## config.mk

```make
export PLATFORM = sky130hd
export DESIGN_NAME = hazard_unit
export DESIGN_NICKNAME = d
export VERILOG_FILES = /design/src/rtl/hazard_pkg.sv /design/src/rtl/hazard_unit_sat_counter.sv /design/src/rtl/hazard_unit.sv
export SDC_FILE = /design/constraint.sdc
export NUM_CORES = 1
export LEC_CHECK = 0
export ABC_CLOCK_PERIOD_IN_PS = 2400
export BUFFER_PORTS_ARGS = -buffer_cell sky130_fd_sc_hd__buf_4
export CAP_MARGIN = 20
export CORE_MARGIN = 2
export CORE_UTILIZATION = 50
export CTS_BUF_LIST = sky130_fd_sc_hd__clkbuf_8 sky130_fd_sc_hd__clkbuf_16
export DETAILED_ROUTE_END_ITERATION = 12
export PLACE_DENSITY = 0.89
export REMOVE_ABC_BUFFERS = 1
export SLEW_MARGIN = 20
export SYNTH_ARGS = -nofsm -noshare
export SYNTH_HDL_FRONTEND = slang
export SYNTH_SLANG_ARGS = --single-unit
export TNS_END_PERCENT = 1
```

## constraint.sdc

```tcl
create_clock -name clk -period 2.4 [get_ports clk]
set_input_delay 0.12 -clock clk [delete_from_list [all_inputs] [get_ports clk]]
set_output_delay 0.12 -clock clk [all_outputs]
set_load 0.1 [all_outputs]
```

## src/rtl/hazard_pkg.sv

```systemverilog
// Shared types and constants for the pipeline hazard controller.
package hazard_pkg;

    typedef enum logic [1:0] {
        IDLE      = 2'd0,
        LOAD_WAIT = 2'd1,
        MDU_WAIT  = 2'd2
    } hz_state_e;

    localparam int REG_X0 = 0;

endpackage

```

## src/rtl/hazard_unit_sat_counter.sv

```systemverilog
// Saturating event counter: counts cycles with inc high, sticks at all-ones.
module sat_counter #(
    parameter int W = 16
) (
    input  logic         clk,
    input  logic         rst,
    input  logic         inc,
    output logic [W-1:0] q
);

    always_ff @(posedge clk or posedge rst) begin
        if (rst) begin
            q <= '0;
        end else if (inc && (q != {W{1'b1}})) begin
            q <= q + 1'b1;
        end
    end

endmodule

```

## src/rtl/hazard_unit.sv

```systemverilog
// Hazard controller beside ID: load-use stalls, MDU occupancy of EX and EX redirects,
// with saturating stall/flush performance counters.
module hazard_unit
    import hazard_pkg::*;
#(
    parameter int REG_AW     = 5,
    parameter int LOAD_STALL = 1,
    parameter int MDU_EN     = 1,
    parameter int CNT_W      = 16
) (
    input  logic              clk,
    input  logic              rst,
    input  logic [REG_AW-1:0] id_rs1,
    input  logic [REG_AW-1:0] id_rs2,
    input  logic              id_rs1_used,
    input  logic              id_rs2_used,
    input  logic [REG_AW-1:0] ex_rd,
    input  logic              ex_mem_read,
    input  logic              ex_mdu_start,
    input  logic              mdu_done,
    input  logic              ex_redirect,
    output logic              pc_write,
    output logic              if_id_write,
    output logic              if_id_flush,
    output logic              id_ex_bubble,
    output logic              ex_hold,
    output logic [CNT_W-1:0]  stall_cnt,
    output logic [CNT_W-1:0]  flush_cnt
);

    hz_state_e  state, state_next;
    logic [1:0] wait_cnt, wait_cnt_next;
    logic       mdu_pending, mdu_pending_next;
    logic       hit;
    logic       mdu_start_ok;

    assign hit = ex_mem_read && (ex_rd != REG_AW'(REG_X0)) &&
                 ((id_rs1_used && (id_rs1 == ex_rd)) ||
                  (id_rs2_used && (id_rs2 == ex_rd)));

    assign mdu_start_ok = ex_mdu_start && (MDU_EN != 0);

    always_ff @(posedge clk or posedge rst) begin
        if (rst) begin
            state       <= IDLE;
            wait_cnt    <= '0;
            mdu_pending <= 1'b0;
        end else begin
            state       <= state_next;
            wait_cnt    <= wait_cnt_next;
            mdu_pending <= mdu_pending_next;
        end
    end

    always_comb begin
        state_next       = state;
        wait_cnt_next    = wait_cnt;
        mdu_pending_next = mdu_pending;
        pc_write         = 1'b1;
        if_id_write      = 1'b1;
        if_id_flush      = 1'b0;
        id_ex_bubble     = 1'b0;
        ex_hold          = 1'b0;

        if (rst) begin
            pc_write     = 1'b0;
            if_id_write  = 1'b0;
            if_id_flush  = 1'b1;
            id_ex_bubble = 1'b1;
        end else begin
            case (state)
                IDLE: begin
                    if (ex_redirect) begin
                        if_id_flush      = 1'b1;
                        id_ex_bubble     = 1'b1;
                        mdu_pending_next = 1'b0;
                    end else if (hit) begin
                        pc_write     = 1'b0;
                        if_id_write  = 1'b0;
                        id_ex_bubble = 1'b1;
                        // An MDU op already in EX advances past the bubble; enter MDU_WAIT once the stall drains.
                        if (LOAD_STALL > 1) begin
                            state_next       = LOAD_WAIT;
                            wait_cnt_next    = 2'(LOAD_STALL - 1);
                            mdu_pending_next = mdu_start_ok;
                        end else if (mdu_start_ok) begin
                            state_next = MDU_WAIT;
                        end
                    end else if (mdu_start_ok) begin
                        state_next = MDU_WAIT;
                    end
                end
                LOAD_WAIT: begin
                    if (ex_redirect) begin
                        if_id_flush      = 1'b1;
                        id_ex_bubble     = 1'b1;
                        state_next       = IDLE;
                        wait_cnt_next    = '0;
                        mdu_pending_next = 1'b0;
                    end else begin
                        pc_write         = 1'b0;
                        if_id_write      = 1'b0;
                        id_ex_bubble     = 1'b1;
                        mdu_pending_next = mdu_pending || mdu_start_ok;
                        if (wait_cnt == 2'd1) begin
                            state_next       = (mdu_pending || mdu_start_ok) ? MDU_WAIT : IDLE;
                            wait_cnt_next    = '0;
                            mdu_pending_next = 1'b0;
                        end else begin
                            wait_cnt_next = wait_cnt - 2'd1;
                        end
                    end
                end
                MDU_WAIT: begin
                    if (mdu_done) begin
                        state_next = IDLE;
                    end else begin
                        pc_write    = 1'b0;
                        if_id_write = 1'b0;
                        ex_hold     = 1'b1;
                    end
                end
                default: begin
                    state_next = IDLE;
                end
            endcase
        end
    end

    sat_counter #(.W(CNT_W)) u_stall_cnt (
        .clk (clk),
        .rst (rst),
        .inc (~pc_write),
        .q   (stall_cnt)
    );

    sat_counter #(.W(CNT_W)) u_flush_cnt (
        .clk (clk),
        .rst (rst),
        .inc (if_id_flush),
        .q   (flush_cnt)
    );

endmodule

```

# Yosys cells after proc, flatten, opt, wreduce, memory -nomap -nowiden
# Index checks and enable logic that the tools add are counted.
word_totals:
  register_bits: 37
  output_inout_bits: 37
classes:
  eq_ne: 12
  addsub: 3
  n_bitwise: 2
  n_reduce_logical: 15
  muxes: 28
op_table:
  columns: ["op", "count"]
  rows:
  - ["16-bit by 1-bit adder with 16-bit output (second input constant)", 2]
  - ["16-bit inequality test (second input constant)", 2]
  - ["1-bit 2-to-1 mux", 16]
  - ["2-bit 2-to-1 mux", 8]
  - ["5-bit equality test", 2]
  - ["2-bit inequality test (second input constant)", 4]
  - ["1-bit logical AND", 6]
  - ["2-bit case mux with 3 select lines", 1]
  - ["5-bit AND reduction", 1]
  - ["5-bit nonzero test", 1]
  - ["2-bit by 1-bit equality test with 1-bit output (second input constant)", 2]
  - ["1-bit case mux with 2 select lines", 2]
  - ["3-bit inequality test (second input constant)", 1]
  - ["1-bit case mux with 3 select lines", 1]
  - ["3-bit AND reduction", 1]
  - ["2-bit equality test (second input constant)", 1]
  - ["2-bit logical NOT", 1]
  - ["1-bit logical OR", 2]
  - ["1-bit inverter", 2]
  - ["2-bit AND reduction", 1]
  - ["2-bit nonzero test", 1]
  - ["2-bit OR reduction", 1]
  - ["2-bit by 1-bit subtractor with 2-bit output (second input constant)", 1]

# Depth between registers and ports, before layout
# Gate-level depths: netlist of run 1.
logic_depth:
  word_depth: 10
  depth_mapped: 8
  mapped_depth_nobuf: 7

# Hierarchy
# Synthesis of run 1 repeated with hierarchy kept, for this count alone.
hier_totals:
  cells_unflattened: 173
  hier_area_um2: 1876.8
by_module_without_submodules:
  columns: ["mod", "area_per_inst_um2", "cells_per_inst", "instances"]
  rows:
  - ["sat_counter (u_stall_cnt)", 832.0, 72, 1]
  - ["sat_counter (u_flush_cnt)", 805.8, 71, 1]
  - ["hazard_unit", 239.0, 30, 1]

# Least setup slack after synthesis of run 1
# OpenSTA, ideal clock, no wires.
synth_timing:
  kind: "input -> output"
  from: "input rst"
  to: "output pc_write"
  path_slack_ns: -0.791
  n_path_buf: 1
  arrival_ns: 3.071
  path_stages: 4
  required_ns: 2.280
  cell_sequence: "inv_1 nand2_1 a21oi_1 buf_4"
synth_between:
  elab_chain_cells: 1
synth_rtl:
  columns: ["item", "line", "text"]
  rows:
  - ["start: declaration", "hazard_unit.sv:12", "input logic rst,"]
  - ["1-bit 2-to-1 mux", null, null]
  - ["end: declaration", "hazard_unit.sv:22", "output logic pc_write,"]
# No other way between the ends.

# Final worst setup path of run 1
layout_timing:
  from: "register u_stall_cnt.q[0]"
  to: "register u_stall_cnt.q[1]"
layout_between:
  elab_chain_cells: 2
  elab_cells_between_ends: 3
  cone_classes: "add/sub (1); eq/ne (1); reduce/logical (1)"
layout_rtl:
  columns: ["item", "line", "text"]
  rows:
  - ["start: declaration", "hazard_unit_sat_counter.sv:8", "output logic [W-1:0] q"]
  - ["start signal: assignment", "hazard_unit_sat_counter.sv:15", "q <= q + 1'b1;"]
  - ["branches (longest 2 deep; another with 16-bit by 1-bit adder with 16-bit output)", null, null]
# Several ways; the timed one is not identified.
# A chain may end at the register's enable or synchronous reset.

==> flow_summary.yaml, run 1 <==
status:
  status: "finished clean"
timing:
  fin_setup_tns_ps: 0
  finClkSkew_ps: 3.26
  drv_slew: 0
  max_freq_mhz: 465
  holdWs_ps: 33.3
  hold_viol: 0
  slew_headroom: 0.702
  period_minus_slack_ps: 2150
  setup_viol: 0
  fin_crit_sh: 0.896
  worst_pin_slew_ps: 443
  rsz0062_at_grt: "false"
setup_path:
  path_buf_inv: 1
  cp-end-kind: "flip-flop"
  path_max_fanout: 9
  cpMaxStageDelayCell: "nor4_2"
  cp_cell_sequence: "ha_1 > nand3_1 > nor4_2 > a21boi_1 > a21oi_2 > buf_4 > mux2_1"
  cp.required_ps: 2560
  critPathKind: "flip-flop to flip-flop"
  arrival_ps: 2310
  crit_family: "simple AND/OR/NAND/NOR gates"
  slowest_delay_ps: 460
  start_kind: "flip-flop"
cells_and_area:
  area_growth_pct: 33.7
  layout.nets: 264
  drive_above_1_share: 0.313
  fin_area_um2: 2340
  num_antenna_cells: 0
floorplanning:
  die-area_um2: 4000
  die_y_um: 63.2
  rows: 21
  die_w_um: 63.2
  start_util: 0.522
  core_area_um2: 3360
  pin_count: 60
route:
  drt_iter0_drc: 52
  wl_per_cell_um: 13.2
  drc: 0
  totalWireLength_mm: 3.77
  vias: 1476
  detail-route-antenna-nets: 0
  drt-vias-per-instance: 5.16
  firstDrtPassIters: 4
clock_network:
  cts_tree: "done"
  cts_setup_buffers: 0
  clk_pin_slew_ps: 70
  htreeDepth: 2
  cts_root_buf: "clkbuf_8"
  cts_made_buffers: 5
  ctsLongestPathBuffers: 2
  clock_latency_ps: 280
  cts_sinks: 33
placement:
  placed_cell_area_um2: 2250
  hpwl_mm: 2.88
  io_buffers: 59
  place.gp.congestion: 0.795
synth:
  post_synth_main_area_contributors: "dfrtp_1 (47%), xor2_1 (11%), xnor2_1 (8.5%), nand2_1 (3.9%), nor2_1 (3.6%)"
  synth_commonest_cells: "dfrtp_1 (33), xor2_1 (22), nand2_1 (18), nor2_1 (17), xnor2_1 (17)"
  syn_inst: 172
  syn_area_um2: 1750
  syn_area_per_cell_um2: 10.2
  synth_most_common_cell: "dfrtp_1"
  ys_async_sr_fraction: 1.00
  yosys.area.top_type: "dfrtp_1"
  synth_warnings: 0
  ys_types: 32
  ys.flop_type: "dfrtp_1"
  ys_seq_elements: 33
  yosys.area.top_type_share: 0.471
  synth_edf_count: 0
  ys_seq_area_frac: 0.471
global_routing:
  grt_overflow: 0
  grt_max_degree: 35
  grtUsageTotal: 0.201
  grt_antenna_before_repair: 0
  grt_pass1_wl_mm: 6.37
  grt_pass1_vias: 1440
pwr:
  leakagePower_nw: 1.13
  switchingPower_w: 0.00201
  total_power_w: 0.00336
  ir_worst_vdd_uv: 1040
  netSwitchingFraction: 0.598
  p_clk_frac: 0.115
  power.density_nw_per_um2: 1430
  intPower_w: 0.00135
  combPwrFrac: 0.597
  sequentialPowerShare: 0.288
hold_path:
  hold_path_class: "input pin to flip-flop"
run:
  cap_viol_max_count: 0
[per-stage QoR]
stage                     std cells   util  worst slack (ps)
after floorplan                 169      -             -2250
after global placement          277  0.670               383
after detailed placement        277  0.670               286
after CTS                       286  0.697               261
after global routing            286  0.697               115
final                           286  0.697               250
[worst paths after layout]
path	start	to	slack, ps	cells after the start
max	u_stall_cnt.q[0]	u_stall_cnt.q[1]	250	7
min	mdu_done	state[1]	30	2
max reg2reg	u_stall_cnt.q[0]	u_stall_cnt.q[1]	250	7
min reg2reg	u_flush_cnt.q[12]	u_flush_cnt.q[12]	490	1
max in group asynchronous	rst	u_stall_cnt.q[4]	1580	4
min in group asynchronous	rst	state[1]	530	4
[cell usage in the layout, fill, tap and decap left out]
master / instances
inv_1: 10
clkinv_1: 1
dfrtp_1: 33
and3_1: 6
nand3_1: 8
xnor2_1: 17
a21o_1: 1
and4_1: 2
nand4_1: 7
and2_1: 1
a31oi_1: 1
buf_4: 62
clkbuf_8: 5
nand2b_1: 1
a41o_1: 1
nor2_1: 17
dlygate4sd3_1: 1
a21boi_1: 1
xor2_1: 22
a21oi_1: 2
nor3_1: 7
o22ai_1: 1
a2111oi_2: 1
a21boi_2: 1
o31a_1: 1
or3b_1: 1
mux2_1: 3
a21oi_2: 1
nor3_2: 2
ha_1: 2
nand2_1: 18
nor4_2: 3
[state kept, by name, indices dropped and copies added (netlist names)]
signal         cells
state              1
u_flush_cnt.q     16
u_stall_cnt.q     16
[routing by layer]
| metal | up-vias | track usage | routed length (um) |
|---|---|---|---|
| met5 | - | 0 | 0 |
| met4 | 0 | 0.0625 | 31 |
| met3 | 4 | 0.0429 | 201 |
| li1 | 716 | - | - |
| met1 | 700 | 0.242 | 1550 |
| met2 | 56 | 0.359 | 1990 |
[worst reg2reg max path, stage by stage, from the launching register on]
cell,delay (ps)
dfrtp_1,420
ha_1,220
nand3_1,110
nor4_2,460
a21boi_1,140
a21oi_2,150
buf_4,200
mux2_1,340
[logic make-up (layout without fill, tap and decap cells)]
family / Yosys count / after routing / share of synthesized area
adder cells (fa/ha/maj): 2 / 2 / 0.0143
multiplexers: 3 / 3 / 0.0193
AO/OA/AOI/OAI: 11 / 11 / 0.0521
buffers and inverters: 11 / 79 / 0.0300
AND/OR/NAND/NOR: 73 / 73 / 0.219
XOR/XNOR: 39 / 39 / 0.195
flip-flops: 33 / 33 / 0.471
[area by class of cell]
| type | count | area (um^2) |
|---|---|---|
| Fill cell | 281 | 1020 |
| Multi-Input combinational cell | 128 | 876 |
| Sequential cell | 33 | 826 |
| Timing Repair Buffer | 63 | 475 |
| Clock buffer | 5 | 68.8 |
| Tap cell | 46 | 57.6 |
| Inverter | 8 | 30.0 |
| Clock inverter | 3 | 11.3 |
[power by group through the flow]
stage	clock, W	combinational, W	sequential, W
2_1_floorplan	0	0.000402	0.00213
3_3_place_gp	0	0.00199	0.000960
3_5_place_dp	0	0.00202	0.000972
4_1_cts	0.000392	0.00202	0.000967
5_1_grt	0.000427	0.00208	0.00100
6_report	0.000386	0.00201	0.000969
[repair_timing]
action                                 4_1_cts  5_1_grt
endpoints found under the hold margin       33        0
resized for setup                            0        0
hold buffers                                 1        0
Note: power is estimated with default switching activity, not from simulation.
==> run 2, diff against run 1 <==
Settings changed: ABC_CLOCK_PERIOD_IN_PS 2400 to 2500, CORE_UTILIZATION 50 to 53, PLACE_DENSITY 0.89 to 0.93.
Clock period 2.4 ns to 2.5 ns, I/O delays scaled along.
==> run 2 against run 1 <==
Combinational power decreased by 3%. Final cell count shrank 1.0%. Sequential power fell by 4.5%. Sequential cell count did not move. Maximum frequency fell by 3.4%. Design area is 0.48% higher. Critical path depth rose by 1. Count of clock-buffer cells in the layout rose by 2. Critical endpoint is now u_stall_cnt.q[13]. Largest cell class unchanged.
==> flow_summary.yaml, run 2 (synthesis gave the netlist of run 1 again) <==
floorplanning:
  pin_count: 60
  start_util: 0.565
  die-area_um2: 3790
  core_area_um2: 3100
  die_y_um: 61.5
  die_w_um: 61.5
  rows: 20
pwr:
  netSwitchingFraction: 0.588
  combPwrFrac: 0.588
  leakagePower_nw: 1.12
  power.density_nw_per_um2: 1400
  switchingPower_w: 0.00194
  p_clk_frac: 0.133
  ir_worst_vdd_uv: 1280
  intPower_w: 0.00136
  sequentialPowerShare: 0.280
setup_path:
  cp-end-kind: "flip-flop"
  r2r_end: "u_stall_cnt.q[13]"
  critPathKind: "flip-flop to flip-flop"
  crit_cells: 8
  cpMaxStageDelayCell: "nor4_2"
  cp_cell_sequence: "ha_1 > nand3_1 > nor4_2 > a21boi_1 > a21oi_2 > buf_4 > nor3_1 > xor2_1"
  slowest_delay_ps: 430
  path_max_fanout: 9
  rrSetupSlack_ps: 280
  crit_family: "simple AND/OR/NAND/NOR gates"
  arrival_ps: 2380
  path_buf_inv: 1
  worstReg2RegStart: "u_stall_cnt.q[0]"
  crit_end: "u_stall_cnt.q[13]"
  start_kind: "flip-flop"
  startpoint: "u_stall_cnt.q[0]"
  cp.required_ps: 2660
  r2r_cells: 8
timing:
  setup_viol: 0
  slew_headroom: 0.732
  period_minus_slack_ps: 2220
  finClkSkew_ps: 5.90
  max_freq_mhz: 450
  drv_slew: 0
  hold_viol: 0
  fin_setup_tns_ps: 0
  holdWs_ps: 47.0
  rsz0062_at_grt: "false"
  worst_pin_slew_ps: 399
  fin_crit_sh: 0.890
cells_and_area:
  area_growth_pct: 34.3
  largestRegisters: "u_flush_cnt.q: 16 flops, u_stall_cnt.q: 16 flops, state: 1 flops"
  drive_above_1_share: 0.322
  fillerInstances: 247
  layout.nets: 263
  final_cell_count_no_fill: 283
  num_antenna_cells: 0
  layout_commonest_cell: "buf_4"
  layout_common_cells: "buf_4 (61), dfrtp_1 (33), xor2_1 (22)"
placement:
  place.gp.congestion: 0.826
  hpwl_mm: 3.05
  dp.cells: 274
  io_buffers: 59
global_routing:
  grt_pass1_wl_mm: 6.24
  grt_antenna_before_repair: 0
  grt_max_degree: 35
  grt_pass1_vias: 1434
  grtUsageTotal: 0.226
  grt_overflow: 0
route:
  wl_per_cell_um: 14.0
  drc: 0
  firstDrtPassIters: 4
  detail-route-antenna-nets: 0
  vias: 1496
  drt_iter0_drc: 58
  totalWireLength_mm: 3.96
  drt-vias-per-instance: 5.29
clock_network:
  clock_latency_ps: 280
  ctsLongestPathBuffers: 2
  cts_made_buffers: 5
  clk_pin_slew_ps: 70
  cts_tree: "done"
  cts_resized: 0
  cts_sinks: 33
  cts_root_buf: "clkbuf_8"
  htreeDepth: 2
hold_path:
  hold_path_class: "input pin to flip-flop"
  hold_depth: 2
run:
  cap_viol_max_count: 0
status:
  status: "finished clean"
==> run 2: cell types whose count changed in the layout (fill, tap and decap cells not counted) <==
cell and change:
buf_4 -1, clkbuf_8 +2, clkinv_2 +1, inv_1 -3
==> run 2: area by class of cell <==
cell class | count | area (um^2) | area share
clock buffer | 7 | 96.3 | 0.0409
clock inverter | 1 | 5.00 | 0.00212
inverter | 8 | 30.0 | 0.0127
multi-input combinational | 128 | 876 | 0.372
sequential | 33 | 826 | 0.351
tap | 44 | 55.1 | 0.0234
timing repair buffer | 62 | 468 | 0.199
==> run 2: stage by stage <==
stage	total power, W	setup slack, ps	util	cell area, um^2
6_report	0.00331	275	0.759	2360
5_1_grt	0.00345	115	0.759	2360
4_1_cts	0.00332	273	0.759	2360
3_5_place_dp	0.00288	288	0.723	2240
3_3_place_gp	0.00283	407	0.723	2240
2_1_floorplan	0.00243	-2150	-	1730
==> run 2: power by group through the flow <==
| stage | logic, W | clock network (W) | registers [W] |
|---|---|---|---|
| global placement | 0.00191 | 0 | 0.000915 |
| floorplan | 0.000386 | 0 | 0.00204 |
| finish | 0.00194 | 0.000439 | 0.000925 |
| CTS | 0.00196 | 0.000443 | 0.000922 |
| global route | 0.00202 | 0.000475 | 0.000954 |
| detailed placement | 0.00195 | 0 | 0.000926 |
==> run 2: how the worst min path moves through the flow <==
stage	slack, ps	end	startpoint
4_1_cts	40	state[1]	mdu_done
2_1_floorplan	230	state[1]	mdu_done
3_5_place_dp	290	state[1]	rst
6_report	50	state[1]	mdu_done
3_3_place_gp	290	state[1]	rst
5_1_grt	40	state[1]	mdu_done
==> run 2: layer usage <==
layer / wire (um) / share of wire / global-route usage
met5: 0 / 0 / 0
met3: 233 / 0.059 / 0.0588
met2: 2040 / 0.51 / 0.376
met1: 1610 / 0.41 / 0.280
met4: 78 / 0.020 / 0.0942
==> run 2: timing repair <==
action | 4_1_cts | 5_1_grt
buffers inserted | 0 | 0
endpoints found under the hold margin | 33 | 0
hold buffers | 1 | 0
endpoints found under the setup margin | 0 | 0
==> run 3, diff against run 2 <==
Settings changed: CELL_PAD_IN_SITES_DETAIL_PLACEMENT set to 0, CELL_PAD_IN_SITES_GLOBAL_PLACEMENT set to 1, CORE_UTILIZATION 53 to 40.
==> run 3 against run 2 <==
Design area grew 0.74%. Power shrank 0.65%. Routed wire length shrank 5.6%. Critical endpoint is now u_stall_cnt.q[1]. Die area grew 30%. Sequential share of layout area shrank 0.26 points.
==> flow_summary.yaml, run 3 (synthesis gave the netlist of run 1 again) <==
floorplanning:
  pin_count: 60
  die_y_um: 70.2
  start_util: 0.409
  core_area_um2: 4290
  die-area_um2: 4930
  die_w_um: 70.2
  rows: 24
clock_network:
  cts_sinks: 33
  cts_root_buf: "clkbuf_8"
  cts_tree: "done"
  cts_made_buffers: 5
  cts_setup_buffers: 0
  ctsLongestPathBuffers: 2
  cts_resized: 0
  clock_latency_ps: 280
  clk_pin_slew_ps: 70
  htreeDepth: 2
status:
  status: "finished clean"
route:
  wl_met1_mm: 1.53
  totalWireLength_mm: 3.73
  wl_per_cell_um: 12.8
  firstDrtPassIters: 4
  top_layer: "met4"
  drc: 0
  wl_met2_mm: 1.94
  detail-route-antenna-nets: 0
  vias: 1440
  drt-vias-per-instance: 4.93
  drt_iter0_drc: 46
  dr_wl_met3_um: 221
cells_and_area:
  num_antenna_cells: 0
  fillerInstances: 402
  layout_common_cells: "buf_4 (62), dfrtp_1 (33), xor2_1 (22)"
  layout_commonest_cell: "buf_4"
  multi_input_area_um2: 876
  drive_above_1_share: 0.325
  layout.nets: 264
  fin_area_um2: 2370
  largestRegisters: "u_flush_cnt.q: 16 flops, u_stall_cnt.q: 16 flops, state: 1 flops"
  seq_area_um2: 826
  area_growth_pct: 35.3
timing:
  period_minus_slack_ps: 2090
  slew_headroom: 0.719
  fin_crit_sh: 0.835
  hold_viol: 0
  rsz0062_at_grt: "false"
  worst_pin_slew_ps: 422
  max_freq_mhz: 479
  setup_viol: 0
  holdWs_ps: 31.0
  drv_slew: 0
  finClkSkew_ps: 5.39
hold_path:
  hp-start: "mdu_done"
  hold_path_class: "input pin to flip-flop"
setup_path:
  path_max_fanout: 8
  startpoint: "u_stall_cnt.q[0]"
  cp-end-kind: "flip-flop"
  cp.required_ps: 2670
  r2r_end: "u_stall_cnt.q[1]"
  crit_end: "u_stall_cnt.q[1]"
  rrSetupSlack_ps: 410
  worstReg2RegStart: "u_stall_cnt.q[0]"
  r2r_cells: 7
  start_kind: "flip-flop"
  arrival_ps: 2260
  critPathKind: "flip-flop to flip-flop"
pwr:
  ir_worst_vdd_uv: 1020
  leakagePower_nw: 1.13
  power.density_nw_per_um2: 1380
run:
  cap_viol_max_count: 0
global_routing:
  grt_max_degree: 35
  grt_pass1_vias: 1478
  grt_pass1_wl_mm: 6.53
  grtUsageTotal: 0.162
  grt_antenna_before_repair: 0
  grt_overflow: 0
placement:
  io_buffers: 59
  placed_cell_area_um2: 2260
  hpwl_mm: 2.92
  place.gp.congestion: 0.726
## run 3: cell count changes in the layout (fill, tap and decap cells not counted)
cell,previous run,this run
buf_4,61,62
## run 3: worst max-delay path, stage by stage (launching register included)
cell      delay (ps)
dfrtp_1          430
ha_1             210
nand3_1          110
nor4_2           420
a21boi_1         140
a21oi_2          150
buf_4            190
mux2_1           320
## run 3: cell type report
| type | count | share of cell area |
|---|---|---|
| sequential | 33 | 0.348 |
| inverter | 8 | 0.0127 |
| timing repair buffer | 63 | 0.200 |
| tap | 52 | 0.0274 |
| clock inverter | 1 | 0.00211 |
| clock buffer | 7 | 0.0406 |
| multi-input combinational | 128 | 0.369 |
## run 3: timing repair
action,in CTS,in global routing
hold buffers,1,0
hold endpoints to repair,33,0
endpoints found under the setup margin,0,0
## run 3: stage by stage
stage | setup slack [ps] | util | setup TNS [ps] | total power, W | std cells
2_1_floorplan | -2150 | - | -9680 | 0.00243 | 169
3_3_place_gp | 481 | 0.527 | 0 | 0.00285 | 283
3_5_place_dp | 401 | 0.527 | 0 | 0.00287 | 283
4_1_cts | 389 | 0.553 | 0 | 0.00332 | 292
5_1_grt | 189 | 0.553 | 0 | 0.00344 | 292
6_report | 412 | 0.553 | 0 | 0.00329 | 292
## run 3: per-layer routing
| metal | vias up | GRT usage |
|---|---|---|
| met5 | - | 0 |
| met4 | 0 | 0.0513 |
| met3 | 5 | 0.0476 |
| met2 | 32 | 0.279 |
| met1 | 690 | 0.194 |
| li1 | 713 | - |
## run 3: worst min-delay path by stage
stage          cells past startpoint  endpoint  slack [ps]
3_5_place_dp                       3  state[1]         300
3_3_place_gp                       3  state[1]         290
5_1_grt                            2  state[1]          30
2_1_floorplan                      1  state[1]         230
4_1_cts                            2  state[1]          20
6_report                           2  state[1]          30
## run 3: where the power goes
part | total [W] | switching [W] | internal (W)
Sequential | 0.000924 | 0.000223 | 0.000702
Combinational | 0.00193 | 0.00151 | 0.000413
Clock | 0.000436 | 0.000188 | 0.000249
